--- src/rtl/i_cache_axi_rd_pkg.sv ---
// Shared AXI4 constants used by the instruction-fetch read responder.
package i_cache_axi_rd_pkg;

    localparam logic [1:0] BURST_INCR = 2'b01;
    localparam logic [1:0] RESP_OKAY  = 2'b00;
    localparam logic [2:0] SIZE_8B    = 3'b011;
    localparam logic [2:0] PROT_INSN  = 3'b100;

endpackage

--- src/rtl/i_cache_axi_rd_if.sv ---
// AXI4 read-address and read-data channels between the fetch responder and the interconnect.
interface i_cache_axi_rd_if #(
    parameter int ADDR_W = 64,
    parameter int DATA_W = 64
);
    logic              arvalid;
    logic              arready;
    logic [ADDR_W-1:0] araddr;
    logic [3:0]        arid;
    logic [7:0]        arlen;
    logic [2:0]        arsize;
    logic [1:0]        arburst;
    logic [2:0]        arprot;

    logic              rvalid;
    logic              rready;
    logic [DATA_W-1:0] rdata;
    logic [1:0]        rresp;
    logic              rlast;
    logic [3:0]        rid;

    modport master (
        output arvalid, araddr, arid, arlen, arsize, arburst, arprot, rready,
        input  arready, rvalid, rdata, rresp, rlast, rid
    );

    modport slave (
        input  arvalid, araddr, arid, arlen, arsize, arburst, arprot, rready,
        output arready, rvalid, rdata, rresp, rlast, rid
    );
endinterface

--- src/rtl/i_cache_axi_rd.sv ---
// I-cache refill responder: one single-beat AXI4 read per fetch request,
// returning the selected 32-bit half of the 64-bit beat with a one-cycle pulse.
module i_cache_axi_rd
    import i_cache_axi_rd_pkg::*;
#(
    parameter int         ADDR_W = 64,
    parameter int         DATA_W = 64,
    parameter logic [3:0] AXI_ID = 4'b0000
) (
    input  logic             clk,
    input  logic             rst,
    input  logic             cache_read_ena,
    input  logic [63:0]      cache_addr,
    output logic [31:0]      cache_or_data,
    output logic             cache_in_ok,
    output logic             fetch_err,
    output logic [31:0]      fetch_cnt,
    i_cache_axi_rd_if.master axi
);

    typedef enum logic [3:0] {
        IDLE = 4'b0001,
        AR   = 4'b0010,
        R    = 4'b0100,
        RESP = 4'b1000
    } state_t;

    state_t      state_reg;
    logic        hi_word_reg;
    logic        arvalid_reg;
    logic [ADDR_W-1:0] araddr_reg;
    logic [31:0] data_reg;
    logic        ok_reg;
    logic        err_reg;
    logic [31:0] fetch_cnt_reg;

    // Byte offset within the word is irrelevant to a word fetch.
    logic unused_addr_bits;
    assign unused_addr_bits = ^cache_addr[1:0];

    assign axi.arvalid = arvalid_reg;
    assign axi.araddr  = araddr_reg;
    assign axi.arid    = AXI_ID;
    assign axi.arlen   = 8'd0;
    assign axi.arsize  = SIZE_8B;
    assign axi.arburst = BURST_INCR;
    assign axi.arprot  = PROT_INSN;
    assign axi.rready  = (state_reg == R);

    assign cache_or_data = data_reg;
    assign cache_in_ok   = ok_reg;
    assign fetch_err     = err_reg;
    assign fetch_cnt     = fetch_cnt_reg;

    always_ff @(posedge clk) begin
        if (!rst) begin
            state_reg     <= IDLE;
            hi_word_reg   <= 1'b0;
            arvalid_reg   <= 1'b0;
            araddr_reg    <= '0;
            data_reg      <= '0;
            ok_reg        <= 1'b0;
            err_reg       <= 1'b0;
            fetch_cnt_reg <= '0;
        end else begin
            ok_reg <= 1'b0;
            case (state_reg)
                IDLE: begin
                    if (cache_read_ena) begin
                        hi_word_reg <= cache_addr[2];
                        araddr_reg  <= ADDR_W'({cache_addr[63:3], 3'b000});
                        arvalid_reg <= 1'b1;
                        state_reg   <= AR;
                    end
                end
                AR: begin
                    if (axi.arready) begin
                        arvalid_reg <= 1'b0;
                        state_reg   <= R;
                    end
                end
                R: begin
                    // Output registers load on the beat so they are valid throughout RESP.
                    if (axi.rvalid) begin
                        data_reg  <= hi_word_reg ? axi.rdata[DATA_W-1 -: 32] : axi.rdata[31:0];
                        err_reg   <= (axi.rresp != RESP_OKAY) || !axi.rlast || (axi.rid != AXI_ID);
                        ok_reg    <= 1'b1;
                        if (fetch_cnt_reg != 32'hFFFF_FFFF) begin
                            fetch_cnt_reg <= fetch_cnt_reg + 32'd1;
                        end
                        state_reg <= RESP;
                    end
                end
                RESP: begin
                    state_reg <= IDLE;
                end
                default: begin
                    arvalid_reg <= 1'b0;
                    state_reg   <= IDLE;
                end
            endcase
        end
    end

endmodule

--- src/flat_wrapper.sv ---
// flat-port wrapper written by rule: the top's interface ports become plain ports
module i_cache_axi_rd_flat import i_cache_axi_rd_pkg::*;
#(
    parameter int         ADDR_W = 64,
    parameter int         DATA_W = 64,
    parameter logic [3:0] AXI_ID = 4'b0000
)
  (clk, rst, cache_read_ena, cache_addr, cache_or_data, cache_in_ok, fetch_err, fetch_cnt, axi_arvalid, axi_araddr, axi_arid, axi_arlen, axi_arsize, axi_arburst, axi_arprot, axi_rready, axi_arready, axi_rvalid, axi_rdata, axi_rresp, axi_rlast, axi_rid);
  i_cache_axi_rd_if #(.ADDR_W(ADDR_W), .DATA_W(DATA_W)) axi_i ();
  input  logic clk;
  input  logic rst;
  input  logic cache_read_ena;
  input  logic [63:0] cache_addr;
  output logic [31:0] cache_or_data;
  output logic cache_in_ok;
  output logic fetch_err;
  output logic [31:0] fetch_cnt;
  output wire logic [$bits(axi_i.arvalid)-1:0] axi_arvalid;
  output wire logic [$bits(axi_i.araddr)-1:0] axi_araddr;
  output wire logic [$bits(axi_i.arid)-1:0] axi_arid;
  output wire logic [$bits(axi_i.arlen)-1:0] axi_arlen;
  output wire logic [$bits(axi_i.arsize)-1:0] axi_arsize;
  output wire logic [$bits(axi_i.arburst)-1:0] axi_arburst;
  output wire logic [$bits(axi_i.arprot)-1:0] axi_arprot;
  output wire logic [$bits(axi_i.rready)-1:0] axi_rready;
  input wire logic [$bits(axi_i.arready)-1:0] axi_arready;
  input wire logic [$bits(axi_i.rvalid)-1:0] axi_rvalid;
  input wire logic [$bits(axi_i.rdata)-1:0] axi_rdata;
  input wire logic [$bits(axi_i.rresp)-1:0] axi_rresp;
  input wire logic [$bits(axi_i.rlast)-1:0] axi_rlast;
  input wire logic [$bits(axi_i.rid)-1:0] axi_rid;
  assign axi_arvalid = axi_i.arvalid;
  assign axi_araddr = axi_i.araddr;
  assign axi_arid = axi_i.arid;
  assign axi_arlen = axi_i.arlen;
  assign axi_arsize = axi_i.arsize;
  assign axi_arburst = axi_i.arburst;
  assign axi_arprot = axi_i.arprot;
  assign axi_rready = axi_i.rready;
  assign axi_i.arready = axi_arready;
  assign axi_i.rvalid = axi_rvalid;
  assign axi_i.rdata = axi_rdata;
  assign axi_i.rresp = axi_rresp;
  assign axi_i.rlast = axi_rlast;
  assign axi_i.rid = axi_rid;
  i_cache_axi_rd #(.ADDR_W(ADDR_W), .DATA_W(DATA_W), .AXI_ID(AXI_ID)) u_core (.clk(clk), .rst(rst), .cache_read_ena(cache_read_ena), .cache_addr(cache_addr), .cache_or_data(cache_or_data), .cache_in_ok(cache_in_ok), .fetch_err(fetch_err), .fetch_cnt(fetch_cnt), .axi(axi_i));
endmodule
--- config.mk ---
export PLATFORM = sky130hd
export DESIGN_NAME = i_cache_axi_rd_flat
export DESIGN_NICKNAME = d
export VERILOG_FILES = /design/src/rtl/i_cache_axi_rd_pkg.sv /design/src/rtl/i_cache_axi_rd_if.sv /design/src/rtl/i_cache_axi_rd.sv /design/src/flat_wrapper.sv
export SDC_FILE = /design/constraint.sdc
export NUM_CORES = 1
export LEC_CHECK = 0
export ABC_AREA = 1
export BUFFER_PORTS_ARGS = -buffer_cell sky130_fd_sc_hd__buf_2
export CORE_ASPECT_RATIO = 0.5
export CORE_MARGIN = 3
export CORE_UTILIZATION = 50
export CTS_CLUSTER_DIAMETER = 40
export DETAILED_ROUTE_END_ITERATION = 8
export PLACE_DENSITY = 0.86
export SYNTH_ARGS = -nofsm -noshare
export SYNTH_HDL_FRONTEND = slang
export SYNTH_SLANG_ARGS = --single-unit
export TNS_END_PERCENT = 10
--- constraint.sdc ---
create_clock -name clk -period 4.45 [get_ports clk]
set_input_delay 0.89 -clock clk [delete_from_list [all_inputs] [get_ports clk]]
set_output_delay 0.89 -clock clk [all_outputs]
set_load 0.05 [all_outputs]
# ---- After elaboration in Yosys (flattened, before gate mapping)
# Cells that the tools add are included.
dict set report word_totals {
  regBits 133
  input_bits 140
  elab_cells 39
}
dict set report classes {
  add_sub_neg 1
  n_eq_ne 8
  n_mux 9
  bitwise 1
  reduce_logical 12
}
# cell n
set op_table {}
lappend op_table {{adder 32 x 1 -> 32 bit (second input constant)} 1}
lappend op_table {{two-way mux 32 bit} 1}
lappend op_table {{!= test 32 bit (second input constant)} 1}
lappend op_table {{two-way mux 4 bit} 3}
lappend op_table {{one-hot mux 4 bit (3 select lines)} 1}
lappend op_table {{AND reduction 3 bit} 3}
lappend op_table {{AND reduction 2 bit} 3}
lappend op_table {{== test 4 x 1 -> 1 bit (second input constant)} 1}
lappend op_table {{== test 4 x 2 -> 1 bit (second input constant)} 1}
lappend op_table {{== test 4 x 3 -> 1 bit (second input constant)} 1}
lappend op_table {{== test 4 bit (second input constant)} 1}
lappend op_table {{!= test 2 bit (second input constant)} 2}
lappend op_table {{nonzero test 4 bit} 1}
lappend op_table {{two-way mux 1 bit} 3}
lappend op_table {{one-hot mux 1 bit (3 select lines)} 1}
lappend op_table {{logical OR 1 bit} 2}
lappend op_table {{!= test 2 x 1 -> 1 bit (second input constant)} 1}
lappend op_table {{nonzero test 2 bit} 1}
lappend op_table {{OR reduction 2 bit} 1}
lappend op_table {{logical NOT 1 bit} 1}
lappend op_table {{NOT 1 bit} 1}

# ---- Logic depth before layout (Yosys ltp)
# Gate-level depths: netlist of run 1.
dict set report depth {
  depth_word 4
  mapped_depth 11
}

# ---- Worst setup path before layout of run 1
# OpenSTA, ideal clock, no wires.
dict set report synth_timing {
  path_type {register to register}
  startpoint {reg u_core.fetch_cnt_reg[1] (netlist: u_core.fetch_cnt[1])}
  endpoint {reg u_core.fetch_cnt_reg[14] (netlist: u_core.fetch_cnt[14])}
  arrival_ns 1.919
  required_time_ns 4.383
  path_slack_ns 2.463
  stages_incl_launch_ff 11
  cell_sequence {dfxtp_1 ha_1 inv_2 nor2_4 nand2_4 nor2_8 nor2_2 nor2_4 buf_6 nand2_1 a21oi_2}
}
dict set report synth_between {
  elab_chain_len 2
  elab_cells_between_ends 3
}
# item line_no
set synth_rtl {}
lappend synth_rtl {{start: declaration} i_cache_axi_rd.sv:35} ;# logic [31:0] fetch_cnt_reg;
lappend synth_rtl {{start signal: assignment} i_cache_axi_rd.sv:89} ;# fetch_cnt_reg <= fetch_cnt_reg + 32'd1;
lappend synth_rtl {{branches (longest 2 deep; another with adder 32 x 1 -> 32 bit)} n/a}
# Several ways; the timed one is not identified.
# A chain may end at the register's enable or synchronous reset.

# ---- Worst setup path in the final report of run 1
dict set report layout_timing {
  startpoint {reg u_core.hi_word_reg}
  endpoint {reg u_core.data_reg[13] (netlist: u_core.cache_or_data[13])}
}
dict set report layout_between {
  elab_chain_len 1
}
# item line_no
set layout_rtl {}
lappend layout_rtl {{start: declaration} i_cache_axi_rd.sv:29} ;# logic hi_word_reg;
lappend layout_rtl {{start signal: assignment} i_cache_axi_rd.sv:70} ;# hi_word_reg <= cache_addr[2];
lappend layout_rtl {{two-way mux 32 bit} i_cache_axi_rd.sv:85} ;# data_reg <= hi_word_reg ? axi.rdata[DATA_W-1 -: 32] : axi.rdata[31:0];
lappend layout_rtl {{end signal: assignment} i_cache_axi_rd.sv:85}
lappend layout_rtl {{end: declaration} i_cache_axi_rd.sv:32} ;# logic [31:0] data_reg;
# Every way passes these cells.

==> results of run 1 <==
-- kinds of logic after synthesis --
group / Yosys count / share of synthesized area (%)
simple gates: 408 / 29.5
compound gates: 161 / 14.6
flops: 133 / 44.4
buf+inv: 122 / 9.73
xor+xnor: 10 / 1.46
other cells: 2 / 0.125
fa+ha+maj: 1 / 0.209
-- layout make-up --
| class | count | area (um^2) | share of cell area [%] |
|---|---|---|---|
| timing repair buffer | 272 | 1380 | 17.6 |
| sequential | 133 | 2660 | 34.1 |
| clock inverter | 15 | 135 | 1.73 |
| clock buffer | 17 | 425 | 5.45 |
| multi-input combinational | 603 | 2840 | 36.4 |
| tap | 159 | 199 | 2.55 |
| inverter | 46 | 173 | 2.21 |
-- where the power goes --
part,internal [W],switching [W],leakage (nW)
Sequential,0.00124,0.0000309,1.08
Combinational,0.000128,0.000360,2.43
Clock,0.000739,0.000597,0.268
Total,0.00210,0.000988,3.78
-- per-layer routing --
metal / vias to the layer above / track usage, % / routed length [um]
met5: - / 0 / 0
met4: 0 / 7.81 / 331
met3: 32 / 5.73 / 910
met2: 200 / 44.0 / 8600
met1: 2870 / 29.9 / 7110
li1: 3172 / - / -
-- layout by cell type (no fill, tap or decap), drive strengths merged, types with 3 or more instances in the layout --
cell / n
a21oi: 88
a31oi: 32
buf: 272
clkbuf: 17
clkinv: 4
clkinvlp: 3
conb: 23
dfxtp: 133
inv: 54
nand2: 236
nand3: 87
nand4: 6
nor2: 71
o21ai: 40
xnor2: 6
xor2: 4
-- critical path: stages (launching register included) --
cell,delay [ns]
sky130_fd_sc_hd__dfxtp_1,1.06
sky130_fd_sc_hd__inv_1,0.79
sky130_fd_sc_hd__nand2_1,0.27
sky130_fd_sc_hd__a31oi_1,0.10
-- metrics by stage --
stage | power (W) | setup slack [ns] | area, um^2 | hold WS, ns | util, %
after global routing | 0.00321 | 1.85 | 7810 | 0.471 | 68.8
after floorplan | 0.00166 | 2.46 | 6070 | 0.582 | -
after CTS | 0.00311 | 2.09 | 7810 | 0.459 | 68.8
final | 0.00309 | 2.08 | 7810 | 0.459 | 68.8
after global placement | 0.00177 | 1.86 | 7250 | 0.445 | 63.9
after detailed placement | 0.00178 | 1.83 | 7250 | 0.449 | 63.9
-- final timing paths --
path | startpoint | cells past startpoint | endpoint | slack [ns]
setup / recovery | u_core.hi_word_reg | 3 | u_core.cache_or_data[13] | 2.08
hold / removal | u_core.axi.araddr[30] | 2 | u_core.axi.araddr[30] | 0.46
setup reg to reg | u_core.hi_word_reg | 3 | u_core.cache_or_data[13] | 2.08
hold reg to reg | u_core.axi.araddr[30] | 2 | u_core.axi.araddr[30] | 0.46
==> out/metrics.cfg, run 1 <==
[synthesis]
syn_area_um2=5990
synth_top_cell_area_share_pct=44.4
yosysMostFrequentCell=sky130_fd_sc_hd__nand2_1
yosys_most_used_dff=sky130_fd_sc_hd__dfxtp_1
synthesis.area_per_instance_um2=7.16
syn-instance-count=837
synth.lib_cells_used.distinct=35
number_of_enable_type_register_cells_in_the_synthesized_netlist=0
synth.largest_area_cell=sky130_fd_sc_hd__dfxtp_1
post_synth_most_frequent_cells=sky130_fd_sc_hd__nand2_1, sky130_fd_sc_hd__dfxtp_1, sky130_fd_sc_hd__nand3_1
ys_async_rst_share_pct=0
post_synth_main_area_contributors=sky130_fd_sc_hd__dfxtp_1, sky130_fd_sc_hd__nand2_1, sky130_fd_sc_hd__nand3_1, sky130_fd_sc_hd__a21oi_1, sky130_fd_sc_hd__nor2_1
ys_ff_latch=133
synth-warning-count=0
yosysSeqAreaShare_pct=44.4

[layout]
drive_gt1_share_pct=30.9
area_growth_from_synthesis_to_layout_pct=30.3
fillCellCount=991
final_nets=1214
post_layout_nonfiller_instances=1245
largest_register_ffs=61
insertedDiodeCount=0

[pwr]
power.leakage_nw=3.78
worst_ir_drop_vdd_v=0.000269
power_density_nw_per_um2=396

[floorplanning]
initial_utilization_pct=52.8
core_area_um2=11400
die_span_in_x_um=161
die_h_um=83.4
num_ports=292
area_of_the_die_um2=13400
floorplan.rows=27

[placement]
place.detailed.instances=1213
detailed_place_hpwl_um=12000
routabilityCongestion=0.892
port_buffers=266

[setup_path]
critical_path_class=reg -> reg
critical_path.max_fanout=33
crit_arrival_ns=2.63
worst_ep_required_time_ns=4.72
worstSetupStartpointType=register
setup.worst_path.end_class=register

[global_routing]
grt_start_max_net_pins=66
global_route.usage.total_pct=24.8
grt-ovfl-total=0
vias_in_the_first_global_route=5924
grt_first_pass_wirelength_um=28200
grt_antenna_before_repair=0

[routing]
num_vias=6274
vias_per_cell=5.04
ant_nets=0
detailedRoute.firstIterationViolations=563
remaining_drc_errors=0
detail_route.first_pass.iterations=5
avgRoutedWirePerCell_um=13.6
routed_wirelength_um=17000

[sta]
worst_slew_pin_slew_ns=1.11
rsz0062_at_grt=no
timing.slew.headroom_pct=25.6
final_setup_violation_count=0
timing.final.crit_period_ns=2.37
timing_max_transition_violations_final=0
fin_tns_setup_ns=0
clock_skew_ns=0.0117
timing.final.hold_violations=0
post-route-period-util_pct=53.2
max_clock_freq_mhz=422

[hold_path]
min_delay_worst_type=reg -> reg

[outcome]
outcome=complete, no violations

[cts]
tritoncts.num_buffers=17
cts_htree_levels=4
clk_buf_depth=2
clk-insertion-delay-late_ns=0.41
cts-hold-fix-buffers=0
cts.sinks=133
tritoncts=built
post_cts_resize_count=0
worst_setup_hold_path_clk_slew_ns=0.07
clock-root-buffer=sky130_fd_sc_hd__clkbuf_16
cts_post_setup_buffers_inserted=0

[run]
cap_violations=0

Note: power is estimated with default switching activity, not from simulation.
==> run 2, diff against run 1 <==
CORE_UTILIZATION = 46   (was 50)
PLACE_DENSITY = 0.8   (was 0.86)
clock period = 2.4 ns   (was 4.45 ns; I/O delays follow)
==> out/metrics.cfg, run 2 (same netlist as run 1, synthesis figures left out) <==
[outcome]
outcome=complete, no violations

[layout]
final_nets=1219  ; +0.41%
largest_register_ffs=61  ; unchanged
insertedDiodeCount=0  ; unchanged
multi_input_comb_area_um2=2840  ; unchanged
layout.cells.most_common_list=sky130_fd_sc_hd__buf_2, sky130_fd_sc_hd__nand2_1, sky130_fd_sc_hd__dfxtp_1, sky130_fd_sc_hd__nand3_1, sky130_fd_sc_hd__a21oi_1
fillCellCount=1109  ; +12%
drive_gt1_share_pct=31.3  ; +0.32 points
layout_commonest_cell=sky130_fd_sc_hd__buf_2
finalInstanceArea_um2=7900  ; +1.1%
sequential_cell_area_um2=2660  ; unchanged
area_growth_from_synthesis_to_layout_pct=31.8

[sta]
post-route-worst-setup-slack_ns=0.458  ; -1.62 ns
timing.slew.headroom_pct=57.2  ; +32 points
hold_ws_ns=0.329  ; -0.130 ns
final_setup_violation_count=0  ; unchanged
clock_skew_ns=0.0116  ; -0.000139 ns
worst_slew_pin_slew_ns=0.641  ; -0.473 ns
fin_tns_setup_ns=0  ; unchanged
timing.final.hold_violations=0  ; unchanged
timing.final.crit_period_ns=1.94
rsz0062_at_grt=no
max_clock_freq_mhz=515
post-route-period-util_pct=80.9
timing_max_transition_violations_final=0  ; unchanged

[floorplanning]
initial_utilization_pct=48.9  ; -3.9 points
die_span_in_x_um=167  ; +4.1%
core_area_um2=12300  ; +8.0%
area_of_the_die_um2=14500  ; +8.2%
die_h_um=86.7  ; +4.0%
num_ports=292  ; unchanged
floorplan.rows=28  ; +3.7%

[placement]
preCtsSetupSlack_ns=0.515  ; -1.32 ns
dpl-instance-area_um2=7330  ; +1.1%
detailed_place_hpwl_um=12200  ; +1.8%
routabilityCongestion=0.865  ; -3.0%
port_buffers=266  ; unchanged

[cts]
cts.sinks=133  ; unchanged
clk_buf_depth=2  ; unchanged
clock-root-buffer=sky130_fd_sc_hd__clkbuf_16
cts-hold-fix-buffers=0  ; unchanged
tritoncts.num_buffers=17  ; unchanged
cts_post_setup_buffers_inserted=0  ; unchanged
clk-insertion-delay-late_ns=0.41  ; about the same
cts_htree_levels=4  ; unchanged
tritoncts=built
worst_setup_hold_path_clk_slew_ns=0.07  ; about the same
post_cts_resize_count=0  ; unchanged

[setup_path]
rr_endpoint=u_core.fetch_cnt[10]
cp_endpoint=axi_rready
crit_arrival_ns=1.46  ; -1.17 ns
critical_path.max_fanout=4  ; -88%
crit_slowest_cell=sky130_fd_sc_hd__dfxtp_1
cpPeakStageDelay_ns=0.35  ; -0.71 ns
r2r_setup_slack_ns=0.51  ; -1.57 ns
crit_chain=nor2_2, nand3_1, inv_2, buf_2
worst_ep_required_time_ns=1.92  ; -2.80 ns
worstSetupStartpoint=u_core.state_reg[1]
worstSetupStartpointType=register
critical_path_class=reg -> out
setup.worst_path.end_class=output pin
worst-path-stages=4  ; +1
regToRegStartpoint=u_core.fetch_cnt[0]
r2r.worst_path.cells=9  ; +6
worst_path_dominant_cell_family=buffers and inverters
critical_path.n_buffers_inverters=2  ; +1

[routing]
detail_route.first_pass.iterations=5  ; unchanged
num_vias=6329  ; +0.88%
vias_per_cell=5.04  ; about the same
routed_wirelength_um=17300  ; +1.8%
detailedRoute.firstIterationViolations=420  ; -25%
avgRoutedWirePerCell_um=13.7  ; +0.94%
remaining_drc_errors=0  ; unchanged
ant_nets=0  ; unchanged

[global_routing]
global_route.usage.total_pct=22.6  ; -2.2 points
global_route_met2_usage_pct=41.3  ; -2.7 points
grt_start_max_net_pins=80  ; +21%
grt_most_used_layer=met2
global_route.usage.met1_pct=26.9  ; -3.0 points
vias_in_the_first_global_route=5844  ; -1.4%
grt_antenna_before_repair=0  ; unchanged
grt_first_pass_wirelength_um=27500  ; -2.3%
globalRouteMet3Util_pct=5.10  ; -0.63 points
grt-ovfl-total=0  ; unchanged

[hold_path]
min_delay_worst_type=in -> reg

[pwr]
power.leakage_nw=3.81  ; +1.0%
worst_ir_drop_vdd_v=0.000477  ; +78%
power_density_nw_per_um2=729  ; +84%

[run]
cap_violations=0  ; unchanged

## run 2: cell count changes in the layout (fill, tap and decap cells not counted)
| cell | delta |
|---|---|
| sky130_fd_sc_hd__inv_6 | -3 |
| sky130_fd_sc_hd__buf_4 | +2 |
| sky130_fd_sc_hd__buf_12 | +3 |
| sky130_fd_sc_hd__clkinvlp_4 | +1 |
| sky130_fd_sc_hd__inv_8 | +2 |
## run 2: where the power goes
part	switching [W]	leakage (nW)	internal, W	total (W)
sequential	0.0000402	1.08	0.00229	0.00233
combinational	0.000686	2.47	0.000248	0.000934
clock	0.00111	0.267	0.00137	0.00249
## run 2: worst min path at each step
stage                                     to  cells past startpoint             startpoint
floorplan           u_core.cache_or_data[24]                      3     u_core.hi_word_reg
global placement       u_core.axi.araddr[11]                      2  u_core.axi.araddr[11]
detailed placement     u_core.axi.araddr[24]                      2  u_core.axi.araddr[24]
CTS                  u_core.cache_or_data[7]                      3           axi_rdata[7]
global route           u_core.axi.araddr[42]                      3         cache_addr[42]
finish              u_core.cache_or_data[12]                      3          axi_rdata[12]
## run 2: routing by layer
metal  vias to the layer above  wire (um)
met4                         0        382
met2                       211       8700
li1                       3192          -
met3                        35       1050
met5                         -          0
met1                      2891       7130
## run 2: stage by stage
step                power (W)  std cells  utilization (%)
global placement      0.00330       1224             59.8
global route          0.00598       1256             64.4
detailed placement    0.00332       1224             59.8
finish                0.00575       1256             64.4
floorplan             0.00307        858                -
CTS                   0.00580       1256             64.4
## run 2: layout make-up
| type | instances | share of cell area [%] |
|---|---|---|
| multi-input combinational | 603 | 36.0 |
| sequential | 133 | 33.7 |
| timing repair buffer | 277 | 18.4 |
| clock buffer | 17 | 5.39 |
| tap | 165 | 2.61 |
| inverter | 46 | 2.19 |
| clock inverter | 15 | 1.76 |
## run 2: worst register-to-register path: cells and delay by family (launching register included)
family                   cells  cell delay (ns)
AO/OA/AOI/OAI                3             0.36
adder cells (fa/ha/maj)      1             0.22
buffers and inverters        2             0.36
flip-flops                   1             0.38
AND/OR/NAND/NOR              3             0.42
==> run 3, diff against run 2 <==
clock period = 1.85 ns   (was 2.4 ns; I/O delays follow)
==> out/metrics.cfg, run 3 (same netlist as run 1, synthesis figures left out) <==
[outcome]
outcome=complete, no violations

[setup_path]
rr_endpoint=u_core.fetch_cnt[14]
critical_path.max_fanout=4  ; unchanged
regToRegStartpoint=u_core.fetch_cnt[0]
crit_arrival_ns=1.34  ; -0.12 ns
critical_path_class=reg -> out
setup.worst_path.end_class=output pin
worstSetupStartpoint=u_core.state_reg[1]
worst_ep_required_time_ns=1.48  ; -0.44 ns
r2r.worst_path.cells=9  ; unchanged
r2r_setup_slack_ns=0.15  ; -0.36 ns
worstSetupStartpointType=register

[cts]
worst_setup_hold_path_clk_slew_ns=0.06  ; about the same
clk-insertion-delay-late_ns=0.41  ; about the same
cts_post_setup_buffers_inserted=0  ; unchanged
cts_htree_levels=4  ; unchanged
tritoncts=built
clock-root-buffer=sky130_fd_sc_hd__clkbuf_16
tritoncts.num_buffers=17  ; unchanged
clk_buf_depth=2  ; unchanged
cts.sinks=133  ; unchanged

[routing]
vias_per_cell=5.00  ; -0.85%
num_vias=6290  ; -0.62%
detailedRoute.firstIterationViolations=380  ; -9.5%
avgRoutedWirePerCell_um=13.5  ; -2.0%
remaining_drc_errors=0  ; unchanged
routed_wirelength_um=17000  ; -1.8%
ant_nets=0  ; unchanged
detail_route.first_pass.iterations=5  ; unchanged

[floorplanning]
die_span_in_x_um=167  ; unchanged
num_ports=292  ; unchanged
area_of_the_die_um2=14500  ; unchanged
floorplan.rows=28  ; unchanged
core_area_um2=12300  ; unchanged
initial_utilization_pct=48.9  ; unchanged
die_h_um=86.7  ; unchanged

[global_routing]
global_route.usage.total_pct=22.2  ; -0.47 points
grt_antenna_before_repair=0  ; unchanged
grt_start_max_net_pins=80  ; unchanged
vias_in_the_first_global_route=5660  ; -3.1%
grt_first_pass_wirelength_um=26900  ; -2.2%
grt-ovfl-total=0  ; unchanged

[layout]
area_growth_from_synthesis_to_layout_pct=32.7
insertedDiodeCount=0  ; unchanged
post_layout_nonfiller_instances=1259  ; +0.24%
fin_util_pct=64.9  ; +0.47 points
layout.cells.most_common_list=sky130_fd_sc_hd__buf_2, sky130_fd_sc_hd__nand2_1, sky130_fd_sc_hd__dfxtp_1, sky130_fd_sc_hd__nand3_1, sky130_fd_sc_hd__a21oi_1
largest_register_ffs=61  ; unchanged
final_nets=1222  ; +0.25%
layout_commonest_cell=sky130_fd_sc_hd__buf_2
drive_gt1_share_pct=31.8  ; +0.55 points

[pwr]
power.total_w=0.00751  ; +31%
power_density_nw_per_um2=944  ; +30%
worst_ir_drop_vdd_v=0.000460  ; -3.6%
power.leakage_nw=3.85  ; +0.98%

[hold_path]
worstHoldEndpoint=u_core.cache_or_data[9]
holdPathStages=3  ; unchanged
timing.hold.worst.start=axi_rdata[9]
min_delay_worst_type=in -> reg

[placement]
detailed_place_hpwl_um=12000  ; -1.9%
routabilityCongestion=0.805  ; -6.9%
port_buffers=266  ; unchanged
place.detailed.instances=1227  ; +0.25%
preCtsSetupSlack_ns=0.153  ; -0.362 ns

[sta]
rsz0062_at_grt=yes
timing.final.crit_period_ns=1.71
timing.final.hold_violations=0  ; unchanged
final_setup_violation_count=0  ; unchanged
clock_skew_ns=0.0131  ; +0.00148 ns
worst_slew_pin_slew_ns=0.606  ; -0.0357 ns
max_clock_freq_mhz=584
post-route-period-util_pct=92.5
post-route-worst-setup-slack_ns=0.138  ; -0.320 ns
fin_tns_setup_ns=0  ; unchanged
timing_max_transition_violations_final=0  ; unchanged
timing.slew.headroom_pct=59.6  ; +2.4 points

[run]
cap_violations=0  ; unchanged

run 3: stage by stage:
step	hold slack (ns)	cell area [um^2]
6_report	0.218	7950
5_1_grt	0.218	7950
4_1_cts	0.203	7950
3_5_place_dp	0.449	7370
3_3_place_gp	0.445	7370
2_1_floorplan	0.531	6070
run 3: report_power, final:
| group | leakage [nW] | switching, W | internal [W] |
|---|---|---|---|
| sequential | 1.08 | 0.0000529 | 0.00298 |
| clock | 0.284 | 0.00133 | 0.00194 |
| combinational | 2.49 | 0.000887 | 0.000327 |
run 3: final cells by class:
class | instances | area (um^2)
Inverter | 46 | 173
Tap cell | 165 | 206
Multi-Input combinational cell | 603 | 2840
Timing Repair Buffer | 280 | 1490
Clock inverter | 13 | 123
Sequential cell | 133 | 2670
Fill cell | 1102 | 4310
Clock buffer | 19 | 453
run 3: worst max path at each step:
stage,to
global route,u_core.fetch_cnt[12]
CTS,axi_rready
finish,axi_rready
global placement,u_core.fetch_cnt[14]
floorplan,u_core.fetch_cnt[14]
detailed placement,u_core.fetch_cnt[14]
run 3: worst max-delay path, stage by stage (launching register included):
cell and delay (ns):
sky130_fd_sc_hd__dfxtp_1 0.35, sky130_fd_sc_hd__nor2_2 0.13, sky130_fd_sc_hd__nand3_2 0.13, sky130_fd_sc_hd__inv_2 0.12, sky130_fd_sc_hd__buf_4 0.21
run 3: metal layers:
metal / vias to the layer above / track usage, % / share of wire [%]
met5: - / 0 / 0
met4: 0 / 8.09 / 2.2
met3: 31 / 4.92 / 5.6
met2: 195 / 39.0 / 50
met1: 2877 / 27.1 / 42
li1: 3187 / - / -
run 3: timing repair:
action                     in CTS  in global routing
setup endpoints to repair       1                  9
hold buffers                    0                  0
gates resized for setup         1                  2
